### src/rtl/decode_issue_if.sv
// -----------------------------------------------------------------------------
// decode_issue_if
// Groups the bus between the fetch side, the decode/issue stage, execute and
// writeback into one interface.
//   in_valid/in_ready/in_instr : instruction handshake from upstream
//   out_valid/out_ready        : registered pipeline slot toward execute
//   out_scr1/out_scr2/out_dest : register file read/write addresses
//   out_wr_en/out_imm          : destination write enable, extended immediate
//   out_opcode/out_funct       : raw op and funct fields
//   wb_valid/wb_dest           : writeback that releases a pending register
//   busy_vec                   : scoreboard of pending register writes
// Modports: master = the environment around the stage, slave = the stage.
// -----------------------------------------------------------------------------
interface decode_issue_if #(
   parameter int IMM_W = 32
);
   logic             in_valid;
   logic             in_ready;
   logic [31:0]      in_instr;
   logic             out_valid;
   logic             out_ready;
   logic [4:0]       out_scr1;
   logic [4:0]       out_scr2;
   logic [4:0]       out_dest;
   logic             out_wr_en;
   logic [IMM_W-1:0] out_imm;
   logic [5:0]       out_opcode;
   logic [5:0]       out_funct;
   logic             wb_valid;
   logic [4:0]       wb_dest;
   logic [31:0]      busy_vec;

   modport master (
      output in_valid, in_instr, out_ready, wb_valid, wb_dest,
      input  in_ready, out_valid, out_scr1, out_scr2, out_dest, out_wr_en,
             out_imm, out_opcode, out_funct, busy_vec
   );

   modport slave (
      input  in_valid, in_instr, out_ready, wb_valid, wb_dest,
      output in_ready, out_valid, out_scr1, out_scr2, out_dest, out_wr_en,
             out_imm, out_opcode, out_funct, busy_vec
   );
endinterface

### src/rtl/decode_issue.sv
// -----------------------------------------------------------------------------
// decode_issue
// Decode/issue stage in front of the register file. Splits a MIPS-style
// instruction into read addresses, destination and extended immediate, keeps a
// scoreboard of pending register writes and stalls issue on RAW hazards until
// the matching writeback arrives. Output is a single registered slot with a
// valid/ready handshake toward execute.
// Ports:
//   clk       : clock, all state changes on the rising edge
//   reset     : synchronous active-high reset
//   bus       : decode_issue_if.slave (instruction, output slot, writeback,
//               scoreboard)
//   stall_cnt : hazard stall counter, only when DECODE_ISSUE_PERF_CNT_EN is
//               defined
// Optional feature macro: DECODE_ISSUE_PERF_CNT_EN
// -----------------------------------------------------------------------------
module decode_issue #(
   parameter int NREGS = 32,
   parameter int IMM_W = 32
) (
   input  logic          clk,
   input  logic          reset,
   decode_issue_if.slave bus
`ifdef DECODE_ISSUE_PERF_CNT_EN
   ,
   output logic [31:0]   stall_cnt
`endif
);

   // Instruction fields
   logic [5:0]  op;
   logic [4:0]  rs;
   logic [4:0]  rt;
   logic [4:0]  rd;
   logic [5:0]  funct;
   logic [15:0] imm16;

   assign op    = bus.in_instr[31:26];
   assign rs    = bus.in_instr[25:21];
   assign rt    = bus.in_instr[20:16];
   assign rd    = bus.in_instr[15:11];
   assign funct = bus.in_instr[5:0];
   assign imm16 = bus.in_instr[15:0];

   // Decoded controls
   logic             dec_wr;
   logic             dec_wr_en;
   logic [4:0]       dec_dest;
   logic             use_rs;
   logic             use_rt;
   logic             zero_ext;
   logic [IMM_W-1:0] dec_imm;

   always_comb begin
      dec_wr   = 1'b0;
      dec_dest = 5'd0;
      use_rs   = 1'b0;
      use_rt   = 1'b0;
      case (op)
         6'h00: begin
            dec_dest = rd;
            dec_wr   = 1'b1;
            use_rs   = 1'b1;
            use_rt   = 1'b1;
         end
         6'h08, 6'h09, 6'h0A, 6'h0B, 6'h0C, 6'h0D, 6'h0E, 6'h23: begin
            dec_dest = rt;
            dec_wr   = 1'b1;
            use_rs   = 1'b1;
         end
         6'h0F: begin
            dec_dest = rt;
            dec_wr   = 1'b1;
         end
         6'h2B, 6'h04, 6'h05: begin
            use_rs = 1'b1;
            use_rt = 1'b1;
         end
         6'h03: begin
            dec_dest = 5'd31;
            dec_wr   = 1'b1;
         end
         default: begin
            dec_wr = 1'b0;
         end
      endcase
   end

   // Writes to register 0 are discarded, so never claim it in the scoreboard
   assign dec_wr_en = dec_wr && (dec_dest != 5'd0);

   // Logical immediates (andi/ori/xori) zero-extend, everything else sign-extends
   assign zero_ext = (op == 6'h0C) || (op == 6'h0D) || (op == 6'h0E);
   assign dec_imm  = zero_ext ? {{(IMM_W-16){1'b0}}, imm16}
                              : {{(IMM_W-16){imm16[15]}}, imm16};

   // Scoreboard and handshake
   logic [NREGS-1:0] busy_q;
   logic [NREGS-1:0] busy_d;
   logic             hazard;
   logic             in_ready;
   logic             issue;
   logic             out_valid_q;
   logic             out_valid_d;

   // Hazard looks only at the registered scoreboard; a writeback in the same
   // cycle releases the consumer one cycle later, keeping this path short.
   assign hazard   = (use_rs && busy_q[rs]) || (use_rt && busy_q[rt]);
   assign in_ready = !hazard && (!out_valid_q || bus.out_ready);
   assign issue    = bus.in_valid && in_ready;

   genvar gi;
   generate
      for (gi = 0; gi < NREGS; gi++) begin : g_sb
         if (gi == 0) begin : g_zero
            assign busy_d[gi] = 1'b0;
         end else begin : g_bit
            logic set_hit;
            logic clr_hit;
            assign set_hit = issue && dec_wr_en && (dec_dest == 5'(gi));
            assign clr_hit = bus.wb_valid && (bus.wb_dest == 5'(gi));
            // A set in the same cycle as a clear wins: the new producer is
            // still outstanding.
            assign busy_d[gi] = set_hit | (busy_q[gi] & ~clr_hit);
         end
      end
   endgenerate

   always_comb begin
      out_valid_d = out_valid_q;
      if (issue) begin
         out_valid_d = 1'b1;
      end else if (out_valid_q && bus.out_ready) begin
         out_valid_d = 1'b0;
      end
   end

   // Output slot
   logic [4:0]       scr1_q;
   logic [4:0]       scr2_q;
   logic [4:0]       dest_q;
   logic             wr_en_q;
   logic [IMM_W-1:0] imm_q;
   logic [5:0]       opcode_q;
   logic [5:0]       funct_q;

   always_ff @(posedge clk) begin
      if (reset) begin
         out_valid_q <= 1'b0;
         busy_q      <= '0;
         scr1_q      <= 5'd0;
         scr2_q      <= 5'd0;
         dest_q      <= 5'd0;
         wr_en_q     <= 1'b0;
         imm_q       <= '0;
         opcode_q    <= 6'd0;
         funct_q     <= 6'd0;
      end else begin
         out_valid_q <= out_valid_d;
         busy_q      <= busy_d;
         if (issue) begin
            scr1_q   <= rs;
            scr2_q   <= rt;
            dest_q   <= dec_dest;
            wr_en_q  <= dec_wr_en;
            imm_q    <= dec_imm;
            opcode_q <= op;
            funct_q  <= funct;
         end
      end
   end

   assign bus.in_ready   = in_ready;
   assign bus.out_valid  = out_valid_q;
   assign bus.out_scr1   = scr1_q;
   assign bus.out_scr2   = scr2_q;
   assign bus.out_dest   = dest_q;
   assign bus.out_wr_en  = wr_en_q;
   assign bus.out_imm    = imm_q;
   assign bus.out_opcode = opcode_q;
   assign bus.out_funct  = funct_q;
   assign bus.busy_vec   = 32'(busy_q);

`ifdef DECODE_ISSUE_PERF_CNT_EN
   // Counts only hazard stalls; backpressure cycles are not included.
   logic [31:0] stall_cnt_q;
   always_ff @(posedge clk) begin
      if (reset) begin
         stall_cnt_q <= 32'd0;
      end else if (bus.in_valid && hazard && (stall_cnt_q != 32'hFFFF_FFFF)) begin
         stall_cnt_q <= stall_cnt_q + 32'd1;
      end
   end
   assign stall_cnt = stall_cnt_q;
`endif

endmodule

### src/flat_wrapper.sv
// flat-port wrapper written by rule: the top's interface ports become plain ports
module decode_issue_flat 
#(
   parameter int NREGS = 32,
   parameter int IMM_W = 32
)
  (clk, reset, bus_in_valid, bus_in_instr, bus_out_ready, bus_wb_valid, bus_wb_dest, bus_in_ready, bus_out_valid, bus_out_scr1, bus_out_scr2, bus_out_dest, bus_out_wr_en, bus_out_imm, bus_out_opcode, bus_out_funct, bus_busy_vec);
  decode_issue_if #(.IMM_W(IMM_W)) bus_i ();
  input  logic clk;
  input  logic reset;
  input wire logic [$bits(bus_i.in_valid)-1:0] bus_in_valid;
  input wire logic [$bits(bus_i.in_instr)-1:0] bus_in_instr;
  input wire logic [$bits(bus_i.out_ready)-1:0] bus_out_ready;
  input wire logic [$bits(bus_i.wb_valid)-1:0] bus_wb_valid;
  input wire logic [$bits(bus_i.wb_dest)-1:0] bus_wb_dest;
  output wire logic [$bits(bus_i.in_ready)-1:0] bus_in_ready;
  output wire logic [$bits(bus_i.out_valid)-1:0] bus_out_valid;
  output wire logic [$bits(bus_i.out_scr1)-1:0] bus_out_scr1;
  output wire logic [$bits(bus_i.out_scr2)-1:0] bus_out_scr2;
  output wire logic [$bits(bus_i.out_dest)-1:0] bus_out_dest;
  output wire logic [$bits(bus_i.out_wr_en)-1:0] bus_out_wr_en;
  output wire logic [$bits(bus_i.out_imm)-1:0] bus_out_imm;
  output wire logic [$bits(bus_i.out_opcode)-1:0] bus_out_opcode;
  output wire logic [$bits(bus_i.out_funct)-1:0] bus_out_funct;
  output wire logic [$bits(bus_i.busy_vec)-1:0] bus_busy_vec;
  assign bus_i.in_valid = bus_in_valid;
  assign bus_i.in_instr = bus_in_instr;
  assign bus_i.out_ready = bus_out_ready;
  assign bus_i.wb_valid = bus_wb_valid;
  assign bus_i.wb_dest = bus_wb_dest;
  assign bus_in_ready = bus_i.in_ready;
  assign bus_out_valid = bus_i.out_valid;
  assign bus_out_scr1 = bus_i.out_scr1;
  assign bus_out_scr2 = bus_i.out_scr2;
  assign bus_out_dest = bus_i.out_dest;
  assign bus_out_wr_en = bus_i.out_wr_en;
  assign bus_out_imm = bus_i.out_imm;
  assign bus_out_opcode = bus_i.out_opcode;
  assign bus_out_funct = bus_i.out_funct;
  assign bus_busy_vec = bus_i.busy_vec;
  decode_issue #(.NREGS(NREGS), .IMM_W(IMM_W)) u_core (.clk(clk), .reset(reset), .bus(bus_i));
endmodule
### config.mk
export PLATFORM = sky130hd
export DESIGN_NAME = decode_issue_flat
export DESIGN_NICKNAME = d
export VERILOG_FILES = /design/src/rtl/decode_issue_if.sv /design/src/rtl/decode_issue.sv /design/src/flat_wrapper.sv
export SDC_FILE = /design/constraint.sdc
export NUM_CORES = 1
export LEC_CHECK = 0
export ABC_AREA = 1
export ABC_CLOCK_PERIOD_IN_PS = 2500
export CORE_UTILIZATION = 40
export CTS_CLUSTER_SIZE = 25
export DETAILED_ROUTE_END_ITERATION = 10
export PLACE_DENSITY = 0.82
export RECOVER_POWER = 25
export SETUP_SLACK_MARGIN = 0.3
export SLEW_MARGIN = 20
export SYNTH_ARGS = -nofsm -noshare
export SYNTH_HDL_FRONTEND = slang
export SYNTH_SLANG_ARGS = --single-unit
### constraint.sdc
create_clock -name clk -period 2.5 [get_ports clk]
set_clock_uncertainty 0.15 [all_clocks]
set_input_delay 0.375 -clock clk [delete_from_list [all_inputs] [get_ports clk]]
set_output_delay 0.375 -clock clk [all_outputs]
set_load 0.1 [all_outputs]
Word-level counts from Yosys, hierarchy flattened
Cells that the tools add are included.
{ "word_totals": {"reg_bits": 93, "in_bits": 42, "output_inout_bits": 94, "wordCells": 273} }
{ "classes": {"magnitude_cmp": 2, "eq_ne": 75, "n_mux": 11, "bitwise_logic": 93, "n_reduce_logical": 82} }
{ "ops": {"columns": ["cell", "count"], "rows": [
  ["== test 5 bit, second input constant", 32],
  ["== test 5 x 4 -> 1 bit, second input constant", 16],
  ["logical AND 1 bit", 69],
  ["== test 6 x 4 -> 1 bit, second input constant", 8],
  ["== test 5 x 3 -> 1 bit, second input constant", 8],
  ["two-way mux 32 bit", 1],
  ["bitwise AND 1 bit", 31],
  ["NOT 1 bit", 31],
  ["OR 1 bit", 31],
  ["== test 5 x 2 -> 1 bit, second input constant", 4],
  ["one-hot mux 5 bit (3 select lines)", 1],
  ["== test 6 x 3 -> 1 bit, second input constant", 2],
  ["== test 6 bit, second input constant", 2],
  ["< comparator 5 x 6 -> 1 bit, second input constant", 2],
  ["OR reduction 12 bit", 1],
  ["OR reduction 11 bit", 1],
  ["binary-select mux 1 bit (select 5 bit)", 2],
  ["== test 5 x 1 -> 1 bit, second input constant", 2],
  ["OR reduction 9 bit", 1],
  ["two-way mux 1 bit", 7],
  ["== test 6 x 2 -> 1 bit, second input constant", 1],
  ["logical NOT 6 bit", 1],
  ["nonzero test 5 bit", 1],
  ["logical OR 1 bit", 4],
  ["other kinds (3)", 4]
]} }

Longest topological paths before layout
{ "logic_depth": {"depth_word": 11, "depth_mapped": 17} }

Worst setup path after synthesis
Ideal clock, no wire load.
{ "synth_path": {"path_kind": "register to output", "start": "reg u_core.busy_q[3] (netlist: u_core.bus.busy_vec[3])", "end": "out bus_in_ready", "arrival_time_ns": 2.005, "required_ns": 1.975, "slack_ns": -0.030, "stages_incl_launch_ff": 11, "n_path_buf": 1, "path_cell_list": "dfxtp_1 inv_1 a21oi_1 o21ai_0 nand2_1 nand3_1 nand3_1 nand2_1 nor2_2 nor2_8 buf_6"} }
{ "synth_via": {"elab_chain_len": 6, "word_cells_on_any_way": 9, "cone_classes": "mux: 4; reduce/logical: 5"} }
{ "synth_lines": {"columns": ["element", "line", "rtl"], "rows": [
  ["start: declaration", "decode_issue.sv:98", "logic [NREGS-1:0] busy_q;"],
  ["start signal: assignment", "decode_issue.sv:160", "busy_q <= busy_d;"],
  ["binary-select mux 1 bit (select 5 bit)", "decode_issue.sv:108", "assign hazard = (use_rs && busy_q[rs]) || (use_rt && busy_q[rt]);"],
  ["two-way mux 1 bit (not written as such)", "decode_issue.sv:108", null],
  ["logical AND 1 bit", "decode_issue.sv:108", null],
  ["logical OR 1 bit *", "decode_issue.sv:108", null],
  ["logical NOT 1 bit *", "decode_issue.sv:109", "assign in_ready = !hazard && (!out_valid_q || bus.out_ready);"],
  ["logical AND 1 bit *", "decode_issue.sv:109", null],
  ["end: declaration", "flat_wrapper.sv:16", "output wire logic [$bits(bus_i.in_ready)-1:0] bus_in_ready;"]
]} }
Every way passes the cells marked *; elsewhere a longest branch is shown, timed or not. The select of a mux whose other input is x is not followed.

Worst setup path in the final report
{ "layout_path": {"start": "reg u_core.busy_q[23] (netlist: u_core.bus.busy_vec[23])", "end": "out bus_in_ready"} }
The elaborated chain is that of the path after synthesis.

==> results.cfg <==
[clock_network]
numCtsBuffers = 9
clock-sinks = 71
root_buffer = clkbuf_8
cts-htree-levels = 3
cts_tree = done
cts_hold_buf = 0
cts.clk_slew.worst_paths_ns = 0.08
insertion_delay_ns = 0.35
clk_path_buf_depth = 2

[grt]
overflow = 0
track_usage_pct = 27.1
grt_antenna_before_repair = 0
grt_pass1_wl_um = 22100
grt_pass1_vias = 4381
grt_max_degree = 45

[synthesis]
syn_nets = 668
netlist_instances = 626
synth_area_per_cell_um2 = 6.51
ys_seq_area_share_pct = 34.9
ys_seq_elements = 71
syn-cell-area_um2 = 4080
synthDistinctLibCells = 25
ys_warn_count = 0

[finish]
stdcell_count = 890
regArea_um2 = 1470
fillers = 987
multi_input_area_um2 = 2140
area_growth_pct = 35.9
antenna_cells = 0
nNetsFinal = 795
final_layout_size_suffix_gt1_share_pct = 23.8

[timing]
setup_violations = 0
finalCritPeriodShare_pct = 89.8
clock.fmax_mhz = 445
hold_violations = 0
relSlewSlack_pct = 18.5
worst_slack_ns = 0.255
worst_pin_slew_ns = 1.23
holdWs_ns = 0.186
rsz0062_at_grt = yes
maxSlewViolCount = 0
fin_crit_ns = 2.25

[floorplan]
coreArea_um2 = 9820
die_h_um = 103
dieArea_um2 = 10600
row_count = 36
start_util_pct = 41.5
die_w_um = 103
num_io_pins = 136

[power]
seq_power_share_pct = 36.4
swShare_pct = 40.5
power_density_nw_per_um2 = 596
p_sw_uw = 1340
p_int_uw = 1970
peakVddDrop_mv = 0.338
p_clk_share_pct = 29.0
p_leak_uw = 0.00234
combPwrFrac_pct = 34.5

[run]
cap_violations = 0

[critical_path]
critPathLaunchType = register
worstPathMaxFanout = 3
crit_type = register to output pin
ff2ff_setup_slack_ns = 0.37
timing.critical_path.required_ns = 1.98
critPathCaptureType = output pin
arrival_ns = 1.72
timing.rr.start = u_core.bus.busy_vec[23]
crit_start = u_core.bus.busy_vec[23]
r2r-end = u_core.bus.out_opcode[2]
rr_worst_depth = 13
cp-endpoint = bus_in_ready

[outcome]
status = finished, final reports clean

[drt]
drc = 0
drtIter0Drc = 407
dr.pass1.iters = 6
post_drt_wl_per_cell_um = 16.4
drt_wl_total_um = 14600
post_drt_via_cell_ratio = 5.50
vias = 4896
ant_nets = 0

[placed_design]
place.gp.congestion = 0.980
place.detailed.hpwl_um = 10200
pre_cts_ws_ns = -0.322
port_buffers = 134
dp.cells = 867

[hold_path]
hp-class = primary input to register
## synth_stat cells
| library cell | instances | share of area (%) |
|---|---|---|
| buf_2 | 6 | 0.74 |
| nor3_1 | 2 | 0.25 |
| nand2_1 | 163 | 15 |
| nor2_1 | 43 | 4.0 |
| a31oi_1 | 2 | 0.31 |
| o211ai_1 | 3 | 0.55 |
| nand2_4 | 1 | 0.28 |
| dfxtp_1 | 71 | 35 |
| nand3_1 | 86 | 11 |
| conb_1 | 1 | 0.092 |
| nand2_2 | 1 | 0.15 |
| nand3_2 | 1 | 0.25 |
| nor2_2 | 2 | 0.31 |
| buf_6 | 8 | 2.2 |
| clkbuf_1 | 14 | 1.3 |
| nand4_1 | 32 | 4.9 |
| o21ai_1 | 6 | 0.74 |
| inv_1 | 36 | 3.3 |
| buf_4 | 30 | 5.5 |
| inv_2 | 2 | 0.18 |
| nor2_8 | 1 | 0.49 |
| o21ai_0 | 34 | 4.2 |
| buf_1 | 5 | 0.46 |
| nand3b_1 | 1 | 0.18 |
| a21oi_1 | 75 | 9.2 |
## cell usage in the layout, fill, tap and decap left out, types with 6 or more instances in the layout
master           count
nand2_1            159
nand3_1             86
buf_4               82
a21oi_1             75
clkbuf_1            41
dfxtp_1             40
nor2_1              37
o21ai_0             33
nand4_1             32
inv_1               30
dfxtp_2             28
clkdlybuf4s50_1     26
clkbuf_8            11
buf_6                8
o21ai_1              7
inv_2                6
buf_2                6
buf_12               6
## cell type report
class                   count  share of cell area [%]
clock buffers              11                    2.73
clock inverters             4                   0.971
multi-input cells         454                    38.6
inverters                  38                    2.66
well taps                 133                    3.00
repair inverters            1                   0.135
repair buffers            178                    25.4
flip-flops and latches     71                    26.5
## power by group through the flow
| stage | Sequential, µW | Clock, µW | Combinational (µW) |
|---|---|---|---|
| after floorplan | 1550 | 0 | 528 |
| after global placement | 1230 | 0 | 1100 |
| after detailed placement | 1230 | 0 | 1110 |
| after CTS | 1210 | 971 | 1130 |
| after global routing | 1210 | 1020 | 1200 |
| final | 1200 | 960 | 1140 |
## sequential cells by signal (all words and copies together) (netlist names)
name,flops
u_core.bus.out_scr2,5
u_core.bus.out_scr1,5
u_core.bus.out_valid,1
u_core.bus.out_funct,5
u_core.bus.out_wr_en,1
u_core.bus.out_dest,5
u_core.bus.out_opcode,6
u_core.bus.busy_vec,31
u_core.bus.out_imm,12
## worst max-delay path, stage by stage (launching register included)
cell and delay (ns):
dfxtp_4 0.36, buf_4 0.14, o21ai_1 0.11, nand3_1 0.09, nand2_1 0.10, nor2_2 0.06
nor2_4 0.13, nor2_4 0.06, nor2_8 0.14, buf_12 0.18
## cells by family after synthesis
logic type             share of synthesized area [%]
AO/OA/AOI/OAI                                   15.0
other                                         0.0920
buffers and inverters                           13.7
AND/OR/NAND/NOR                                 36.3
flip-flops                                      34.9
## per-stage QoR
stage                     utilization [%]  TNS, ns  power [µW]  area (µm²)
after floorplan                         -        0        2080        4120
after global placement               54.1   -16.23        2330        5320
after detailed placement             54.1   -18.83        2340        5320
after CTS                            57.1        0        3310        5610
after global routing                 56.4        0        3430        5540
final                                56.4        0        3310        5540
## worst min path at each step
stage          cells past startpoint              startpoint                  endpoint
2_1_floorplan                      2        bus_in_instr[15]    u_core.bus.out_imm[30]
3_3_place_gp                       2  u_core.bus.out_scr1[2]    u_core.bus.out_scr1[2]
3_5_place_dp                       2  u_core.bus.out_scr1[1]    u_core.bus.out_scr1[1]
4_1_cts                            3        bus_in_instr[28]  u_core.bus.out_opcode[2]
5_1_grt                            3        bus_in_instr[28]  u_core.bus.out_opcode[2]
6_report                           3        bus_in_instr[29]  u_core.bus.out_opcode[3]
## what timing repair did
| item | 4_1_cts | 5_1_grt |
|---|---|---|
| gates resized for setup | 71 | 13 |
| cloned | 2 | 3 |
| endpoints found under the setup margin | 72 | 29 |
| buffers inserted | 3 | 0 |
| endpoints found under the hold margin | 0 | 0 |
| pin swaps | 10 | 5 |
## layer usage
| metal | vias up | track usage, % | part of all wire (%) |
|---|---|---|---|
| met5 | - | 0 | 0 |
| met1 | 2276 | 35.2 | 41 |
| met3 | 30 | 5.49 | 9.1 |
| li1 | 2335 | - | - |
| met4 | 0 | 7.80 | 1.7 |
| met2 | 255 | 45.4 | 49 |
Power figures use the tool's default switching activity.
